[src/rtl/matrix_mem_responder.sv]
// Memory-side responder for the matrix processor: single-port SRAM shared
// between reads and an in-order write buffer with read forwarding.
module matrix_mem_responder #(
    parameter int WIDTH  = 32,
    parameter int ADDR_W = 10,
    parameter int DEPTH  = 4
) (
    input  logic              clk,
    input  logic              rst,
    input  logic              rd_req,
    input  logic [WIDTH-1:0]  rd_addr,
    output logic              rd_stall,
    output logic              rd_valid,
    output logic [WIDTH-1:0]  rd_data,
    input  logic              wr_en,
    input  logic [WIDTH-1:0]  wr_addr,
    input  logic [WIDTH-1:0]  wr_data,
    output logic              wr_full,
    input  logic              flush,
    output logic              flush_done,
    output logic              overflow,
    output logic [ADDR_W-1:0] mem_addr,
    output logic              mem_we,
    output logic [WIDTH-1:0]  mem_wdata,
    input  logic [WIDTH-1:0]  mem_rdata
);
    localparam int PW = (DEPTH > 1) ? $clog2(DEPTH) : 1;
    localparam int CW = $clog2(DEPTH + 1);
    localparam logic [CW-1:0] FULL_CNT = CW'(DEPTH);

    typedef enum logic [1:0] {RUN, FLUSH, DONE} state_t;

    state_t            state_q, state_d;
    logic [ADDR_W-1:0] buf_addr_q [DEPTH];
    logic [WIDTH-1:0]  buf_data_q [DEPTH];
    logic [PW-1:0]     head_q, head_d;
    logic [PW-1:0]     tail_q, tail_d;
    logic [CW-1:0]     count_q, count_d;
    logic              rd_pend_q, rd_pend_d;
    logic              fwd_hit_q, fwd_hit_d;
    logic [WIDTH-1:0]  fwd_data_q, fwd_data_d;
    logic              rd_valid_q;
    logic [WIDTH-1:0]  rd_data_q;
    logic              overflow_q, overflow_d;

    logic              full;
    logic              forced;
    logic              push;
    logic              pop;
    logic              rd_acc;
    logic [ADDR_W-1:0] rd_a;
    logic [ADDR_W-1:0] wr_a;
    logic              unused_addr_bits;

    assign rd_a = rd_addr[ADDR_W-1:0];
    assign wr_a = wr_addr[ADDR_W-1:0];
    assign unused_addr_bits = ^{rd_addr[WIDTH-1:ADDR_W], wr_addr[WIDTH-1:ADDR_W]};

    // Forced drain (flush or full buffer) outranks reads; otherwise reads win.
    always_comb begin
        full      = (count_q == FULL_CNT);
        forced    = (state_q == FLUSH) || full;
        push      = !rst && wr_en && !full;
        rd_acc    = !rst && rd_req && !forced;
        pop       = !rst && (count_q != '0) && (forced || !rd_req);
        rd_stall  = !rst && rd_req && forced;
        mem_we    = pop;
        mem_addr  = pop ? buf_addr_q[head_q] : rd_a;
        mem_wdata = buf_data_q[head_q];
        head_d    = pop ? head_q + PW'(1) : head_q;
        tail_d    = push ? tail_q + PW'(1) : tail_q;
        count_d   = count_q + CW'(push) - CW'(pop);
        overflow_d = overflow_q | (wr_en & full);
    end

    // Scan oldest to youngest so the last match wins; the same-cycle write is youngest.
    always_comb begin
        fwd_hit_d  = 1'b0;
        fwd_data_d = '0;
        rd_pend_d  = rd_acc;
        for (int i = 0; i < DEPTH; i++) begin
            if ((CW'(i) < count_q) && (buf_addr_q[head_q + PW'(i)] == rd_a)) begin
                fwd_hit_d  = 1'b1;
                fwd_data_d = buf_data_q[head_q + PW'(i)];
            end
        end
        if (push && (wr_a == rd_a)) begin
            fwd_hit_d  = 1'b1;
            fwd_data_d = wr_data;
        end
    end

    always_comb begin
        state_d = state_q;
        unique case (state_q)
            RUN:     if (flush) state_d = FLUSH;
            FLUSH:   if ((count_q == '0) && !push) state_d = DONE;
            DONE:    state_d = RUN;
            default: state_d = RUN;
        endcase
    end

    always_ff @(posedge clk) begin
        if (rst) begin
            state_q    <= RUN;
            head_q     <= '0;
            tail_q     <= '0;
            count_q    <= '0;
            rd_pend_q  <= 1'b0;
            fwd_hit_q  <= 1'b0;
            fwd_data_q <= '0;
            rd_valid_q <= 1'b0;
            rd_data_q  <= '0;
            overflow_q <= 1'b0;
        end else begin
            state_q    <= state_d;
            head_q     <= head_d;
            tail_q     <= tail_d;
            count_q    <= count_d;
            rd_pend_q  <= rd_pend_d;
            fwd_hit_q  <= fwd_hit_d;
            fwd_data_q <= fwd_data_d;
            rd_valid_q <= rd_pend_q;
            overflow_q <= overflow_d;
            if (rd_pend_q) begin
                rd_data_q <= fwd_hit_q ? fwd_data_q : mem_rdata;
            end
        end
    end

    always_ff @(posedge clk) begin
        if (push) begin
            buf_addr_q[tail_q] <= wr_a;
            buf_data_q[tail_q] <= wr_data;
        end
    end

    assign wr_full    = full;
    assign rd_valid   = rd_valid_q;
    assign rd_data    = rd_data_q;
    assign flush_done = (state_q == DONE);
    assign overflow   = overflow_q;

endmodule

[config.mk]
export PLATFORM = sky130hd
export DESIGN_NAME = matrix_mem_responder
export DESIGN_NICKNAME = d
export VERILOG_FILES = /design/src/rtl/matrix_mem_responder.sv
export SDC_FILE = /design/constraint.sdc
export NUM_CORES = 1
export LEC_CHECK = 0
export ABC_AREA = 0
export BUFFER_PORTS_ARGS = -buffer_cell sky130_fd_sc_hd__buf_2
export CORE_ASPECT_RATIO = 0.9
export CORE_MARGIN = 4
export CORE_UTILIZATION = 53
export CTS_CLUSTER_DIAMETER = 50
export DETAILED_ROUTE_END_ITERATION = 10
export PLACE_DENSITY = 0.81
export SLEW_MARGIN = 20
export SYNTH_ARGS = -nofsm -noshare
export SYNTH_HDL_FRONTEND = slang
export SYNTH_SLANG_ARGS = --single-unit
[constraint.sdc]
create_clock -name clk -period 2.55 [get_ports clk]
set_input_delay 0.1275 -clock clk [delete_from_list [all_inputs] [get_ports clk]]
set_output_delay 0.1275 -clock clk [all_outputs]
set_load 0.03 [all_outputs]
# ---- Yosys cells after proc, flatten, opt, wreduce, memory -nomap -nowiden
# Memories as Yosys holds them, arrays and structs flattened. A register that Yosys moved wholly into a read port is not among the register bits.
# Index checks and enable logic that the tools add are counted.
dict set report totals {
  reg_bits 77
  ram_bits 168
  wordCells 79
  memories 2
  in_bits 133
  out_inout_bits 80
}
# name words width read_ports rd_ports_with_merged_regs wr line_no
set memory_table {}
lappend memory_table {buf_data_q 4 32 4 1 1 35} ;# logic [WIDTH-1:0] buf_data_q [DEPTH];
lappend memory_table {buf_addr_q 4 10 4 1 1 34} ;# logic [ADDR_W-1:0] buf_addr_q [DEPTH];
dict set report classes {
  reduce_logical 24
  bitwise_logic 2
  n_lt_le_gt_ge 4
  n_addsub 6
  mux 21
  eq_ne 10
}
# op count
set ops {}
lappend ops {{two-way mux 32 bit} 6}
lappend ops {{== test 10 bit} 5}
lappend ops {{logical AND 1 bit} 13}
lappend ops {{two-way mux 2 bit} 6}
lappend ops {{two-way mux 10 bit} 1}
lappend ops {{two-way mux 1 bit} 7}
lappend ops {{less-than comparator 1 x 3 -> 1 bit, first input constant} 2}
lappend ops {{less-than comparator 2 x 3 -> 1 bit, first input constant} 2}
lappend ops {{logical NOT 1 bit} 5}
lappend ops {{adder 2 x 1 -> 2 bit, second input constant} 2}
lappend ops {{adder 2 bit, second input constant} 2}
lappend ops {{case mux 2 bit (2 select lines)} 1}
lappend ops {{adder 3 x 1 -> 3 bit} 1}
lappend ops {{== test 3 bit, second input constant} 1}
lappend ops {{logical NOT 3 bit} 1}
lappend ops {{nonzero test 3 bit} 1}
lappend ops {{subtractor 3 x 1 -> 3 bit} 1}
lappend ops {{== test 2 x 1 -> 1 bit, second input constant} 1}
lappend ops {{== test 2 bit, second input constant} 1}
lappend ops {{logical NOT 2 bit} 1}
lappend ops {{logical OR 1 bit} 2}
lappend ops {{!= test 2 x 1 -> 1 bit, second input constant} 1}
lappend ops {{!= test 2 bit, second input constant} 1}
lappend ops {{AND reduction 2 bit} 1}
lappend ops {{2 further kinds} 2}

# ---- Longest topological paths before layout
# An unclocked memory read counts as a cell.
dict set report logic_depth {
  depth_word 8
  depth_mapped 12
  mapped_depth_nobuf 10
}

# ---- Least setup slack after synthesis
# OpenSTA, ideal clock, no wires.
dict set report synth_path {
  path_type {register to register}
  startpoint {register count_q[0]}
  endpoint {register count_q[1]}
  setup_ns 0.127
  required_ns 2.423
  arrival_time_ns 3.103
  setup_slack_ns -0.680
  synth_period_minus_slack_ns 3.230
  path_buffers 0
  stages_incl_launch_ff 10
  path_cell_list {dfxtp_1 nor3b_1 a21oi_1 a211o_1 inv_1 ha_1 inv_1 ha_1 fa_1 nor2b_1}
}
dict set report synth_between {
  elab_chain_cells 5
  word_cells_on_any_way 10
  cone_classes {2 x add/sub; 1 x eq/ne; 7 x reduce/logical}
}
# element line_no
set synth_rtl {}
lappend synth_rtl {{start, declared} 38} ;# logic [CW-1:0] count_q, count_d;
lappend synth_rtl {{start signal, assigned} 119} ;# count_q <= count_d;
lappend synth_rtl {{== test 3 bit} 61} ;# full = (count_q == FULL_CNT);
lappend synth_rtl {{named net wr_full} 18} ;# output logic wr_full,
lappend synth_rtl {{logical OR 1 bit} 62} ;# forced = (state_q == FLUSH) || full;
lappend synth_rtl {{logical OR 1 bit} 65} ;# pop = !rst && (count_q != '0) && (forced || !rd_req);
lappend synth_rtl {{logical AND 1 bit} 65}
lappend synth_rtl {{named net mem_we} 23} ;# output logic mem_we,
lappend synth_rtl {{subtractor 3 x 1 -> 3 bit} 72} ;# count_d = count_q + CW'(push) - CW'(pop);
lappend synth_rtl {{named net count_d[1]} 38}
# The timed path passes the listed nets, and every way through them passes these cells.
# A chain may end at the register's enable or synchronous reset.

# ---- Worst setup path in the final report
dict set report layout_path {
  startpoint {register head_q[0]}
  endpoint {register fwd_data_q[7]}
}
dict set report layout_between {
  elab_chain_cells 8
  word_cells_on_any_way 15
  cone_classes {3 x add/sub; 3 x eq/ne; 4 x mux; 3 x reduce/logical; 2 x memory}
}
# element line_no
set layout_rtl {}
lappend layout_rtl {{start, declared} 36} ;# logic [PW-1:0] head_q, head_d;
lappend layout_rtl {{start signal, assigned} 106} ;# head_q <= '0;
lappend layout_rtl {{start signal, assigned} 117} ;# head_q <= head_d;
lappend layout_rtl {{adder 2 x 1 -> 2 bit} {82, 84}}
lappend layout_rtl {{memory (4 x 10 bit)} n/a}
lappend layout_rtl {{== test 10 bit} 82} ;# if ((CW'(i) < count_q) && (buf_addr_q[head_q + PW'(i)] == rd_a)) begin
lappend layout_rtl {{logical AND 1 bit} 82}
lappend layout_rtl {{two-way mux 32 bit (2 in series)} 82}
lappend layout_rtl {{two-way mux 32 bit *} 82}
lappend layout_rtl {{two-way mux 32 bit *} 87} ;# if (push && (wr_a == rd_a)) begin
lappend layout_rtl {{end signal, assigned} 122} ;# fwd_data_q <= fwd_data_d;
lappend layout_rtl {{end, declared} 41} ;# logic [WIDTH-1:0] fwd_data_q, fwd_data_d;
# Mark *: on every way between the ends. The rest lies on a longest branch, timed or not.

==> flow_summary_export.csv <==
group,metric,value,unit
run_status,outcome,"finished, violations left",
run_status,violations,"negative setup slack",
final_layout,postLayoutCoreUtil,69.9,%
clock_network,cts.reportedPaths.clkPinSlew,0.06,ns
placed_design,gp_congestion,0.912,
timing,fin_crit_sh,108,%
final_layout,stdcell_area,18500,um^2
timing,slew_violations,0,
global_route,gr-usage-all-layers,27.8,%
clock_network,cts_buffers,29,
clock_network,cts-root-buf,"clkbuf_16",
setup_path,end_kind,"flip-flop",
timing,rsz0062_at_grt,"yes",
synth,synth_flop_cell,"edfxtp_1",
placed_design,dpl.hpwl,25.4,mm
drt,drc,0,
floorplan,die-area,29800,um^2
pwr,ir_drop,580,uV
clock_network,ctsHtreeMaxLevel,1,
drt,ant_nets,0,
global_route,grt_pass1_vias,12000,
setup_path,r2r_cells,10,
final_layout,fin_nets,1605,
synth,synthesis.area_per_instance,12.2,um^2
synth,ys_ff_latch,247,
setup_path,crit_fanout,10,
synth,synth_nets,1322,
clock_network,clkSinkCount,247,
global_route,grt_pass1_wl,66.2,mm
clock_network,clk_latency,0.56,ns
synth,async_reset_ff_share,0,%
setup_path,required,2.93,ns
run,maxCapViolCount,0,
timing,setup_viol,33,
timing,worstMarginPinSlew,1.15,ns
drt,drt_iter0_drc,1762,
placed_design,placed_cell_area,16000,um^2
worst_hold_path,hold_depth,2,
drt,routed_wl,45.1,mm
global_route,antenna_found_initial,2,
floorplan,ios,213,
floorplan,fp.coreArea,26400,um^2
pwr,leakagePower,6.44,nW
timing,hold_violations,0,
timing,setup_slack,-0.206,ns
clock_network,cts_tree,"done",
worst_hold_path,hold_path.class,"input port to flip-flop",
drt,vias_per_cell,6.60,
synth,syn_inst,1180,
pwr,total_power,14.5,mW
timing,period_needed,2.76,ns
floorplan,initial_core_util,54.4,%
placed_design,portBuffers,168,
floorplan,num_rows,56,
timing,max_slew_margin,23.1,%
global_route,grt_max_degree,101,
timing,tns,-3.00,ns
global_route,grt_overflow,0,
setup_path,worstSetupPathType,"flip-flop to flip-flop",
clock_network,clock_path_buffers,3,
floorplan,dieWidth,182,um
floorplan,fp.dieH,164,um
final_layout,synthToLayoutAreaGrowth,28.4,%
setup_path,critPathArrivalTime,3.14,ns
drt,routedWlPerCell,24.5,um
timing,fmax,363,MHz
pwr,p_per_area,784,nW/um^2
drt,firstDrtPassIters,6,
synth,mappedNetlistArea,14400,um^2
setup_path,start_kind,"flip-flop",
synth,ys_types,61,
final_layout,drive_above_1_share,36.4,%
synth,yosysSeqAreaShare,46.1,%
drt,via_count,12100,
synth,synth_warnings,0,
timing,skew,0.0206,ns
synth,synth-edff-count,168,
==> synth_stat cells (all sizes together), types with 2 or more instances <==
cell / count / share of area, %
a2111oi: 32 / 3.3
a21o: 2 / 0.10
nor2b: 4 / 0.17
dfxtp: 79 / 11
xor2: 34 / 2.1
o21ai: 8 / 0.28
and2: 5 / 0.22
mux4: 79 / 12
o22ai: 33 / 1.4
mux2: 41 / 3.2
clkbuf: 46 / 1.2
a22oi: 33 / 1.7
buf: 68 / 2.9
nand2b: 3 / 0.13
nand2: 5 / 0.13
o2111ai: 2 / 0.24
a21oi: 39 / 1.4
nor3b: 3 / 0.16
xnor2: 25 / 1.5
or3: 2 / 0.087
o211ai: 32 / 1.7
and3: 2 / 0.087
mux2i: 108 / 7.6
nor4: 10 / 0.58
edfxtp: 168 / 35
a31o: 2 / 0.12
a211oi: 67 / 3.6
nor2: 205 / 5.4
nor3: 5 / 0.17
nand4: 3 / 0.13
ha: 8 / 0.70
inv: 13 / 0.34
==> worst max-delay path, stage by stage, from the launching register on <==
cell	delay [ns]
dfxtp_4	0.46
buf_8	0.17
mux2i_4	0.24
xnor2_1	0.11
nor4b_2	0.29
buf_4	0.17
o2111ai_4	0.17
o21ba_4	0.32
clkbuf_16	0.19
a211oi_2	0.32
o22ai_1	0.14
==> where the power goes <==
group / internal (mW) / switching (mW) / leakage (nW)
registers: 4.62 / 0.270 / 2.17
logic: 2.27 / 3.03 / 3.78
clock network: 2.62 / 1.68 / 0.485
==> timing repair <==
action	4_1_cts	5_1_grt
setup buffers	10	11
endpoints found under the hold margin	239	0
gates cloned	2	4
setup endpoints to repair	66	60
hold buffers	78	0
resized for setup	30	33
pin swaps	6	12
==> cells by family after synthesis <==
family	count (synthesis)	share of synthesized area, %
fa+ha+maj	9	0.836
compound gates	257	14.3
buf+inv	127	4.40
flops	247	46.1
xor+xnor	59	3.60
mux	228	23.2
simple gates	253	7.59
==> routing by layer <==
metal | global-route usage, % | share of wire [%]
met1 | 36.1 | 37
met2 | 44.5 | 46
met3 | 7.48 | 13
met4 | 11.7 | 4.1
met5 | 0 | 0
==> registers in the layout (all words and copies together) (netlist names), 2 cells and up, named ones only <==
signal,cells
buf_data_q,128
state_q,2
tail_q,2
rd_data,32
fwd_data_q,32
buf_addr_q,40
count_q,3
head_q,2
==> through the flow <==
stage               cells  hold slack, ns  setup slack (ns)
floorplan            1180           0.226            0.0103
global placement     1675           0.366           -0.0642
detailed placement   1675           0.378            -0.149
CTS                  1819           0.339           -0.0528
global route         1836           0.368            -0.257
finish               1837           0.360            -0.206
==> cell type report <==
class                   count  area [um^2]
diodes                      3         7.51
clock buffers              43          851
clock inverters            11          148
fillers                  1676         7960
inverters                  13         51.3
multi-input cells         806         7380
flip-flops and latches    247         6640
well taps                 348          435
repair buffers            366         2940
==> cells in the final DEF (no fill, tap or decap), drive strengths merged, types with 2 or more instances in the layout <==
master       netlist  layout
nor2             205     205
a211oi            67      67
ha                 8       8
a22oi             33      33
mux4              79      79
o211ai            32      32
or3                2       2
and2               5       5
xnor2             25      25
nand4              3       3
bufinv             0       3
diode              0       3
mux2i            108     108
buf               68     284
nor4              10      10
clkinv             0       6
o2111ai            2       2
a2111oi           32      32
mux2              41      41
nor3b              3       3
inv               13      14
clkbuf            46      47
a31o               2       2
edfxtp           168     168
nor3               5       5
a21o               2       2
o22ai             33      33
dlygate4sd3        0      78
nand2              5       5
o21ai              8       8
dfxtp             79      79
a21oi             39      39
xor2              34      34
nand2b             3       3
and3               2       2
nor2b              4       4
==> worst paths after layout <==
| kind | start | to | slack [ns] |
|---|---|---|---|
| worst max register to register | head_q[0]$_SDFFE_PP0P_ | fwd_data_q[7]$_SDFF_PP0_ | -0.21 |
| worst max-delay path | head_q[0]$_SDFFE_PP0P_ | fwd_data_q[7]$_SDFF_PP0_ | -0.21 |
| worst min-delay path | wr_addr[6] | buf_addr_q[2][6]$_DFFE_PP_ | 0.36 |
| worst min register to register | state_q[1]$_SDFFE_PP0P_ | state_q[1]$_SDFFE_PP0P_ | 0.45 |
Power figures use the tool's default switching activity.
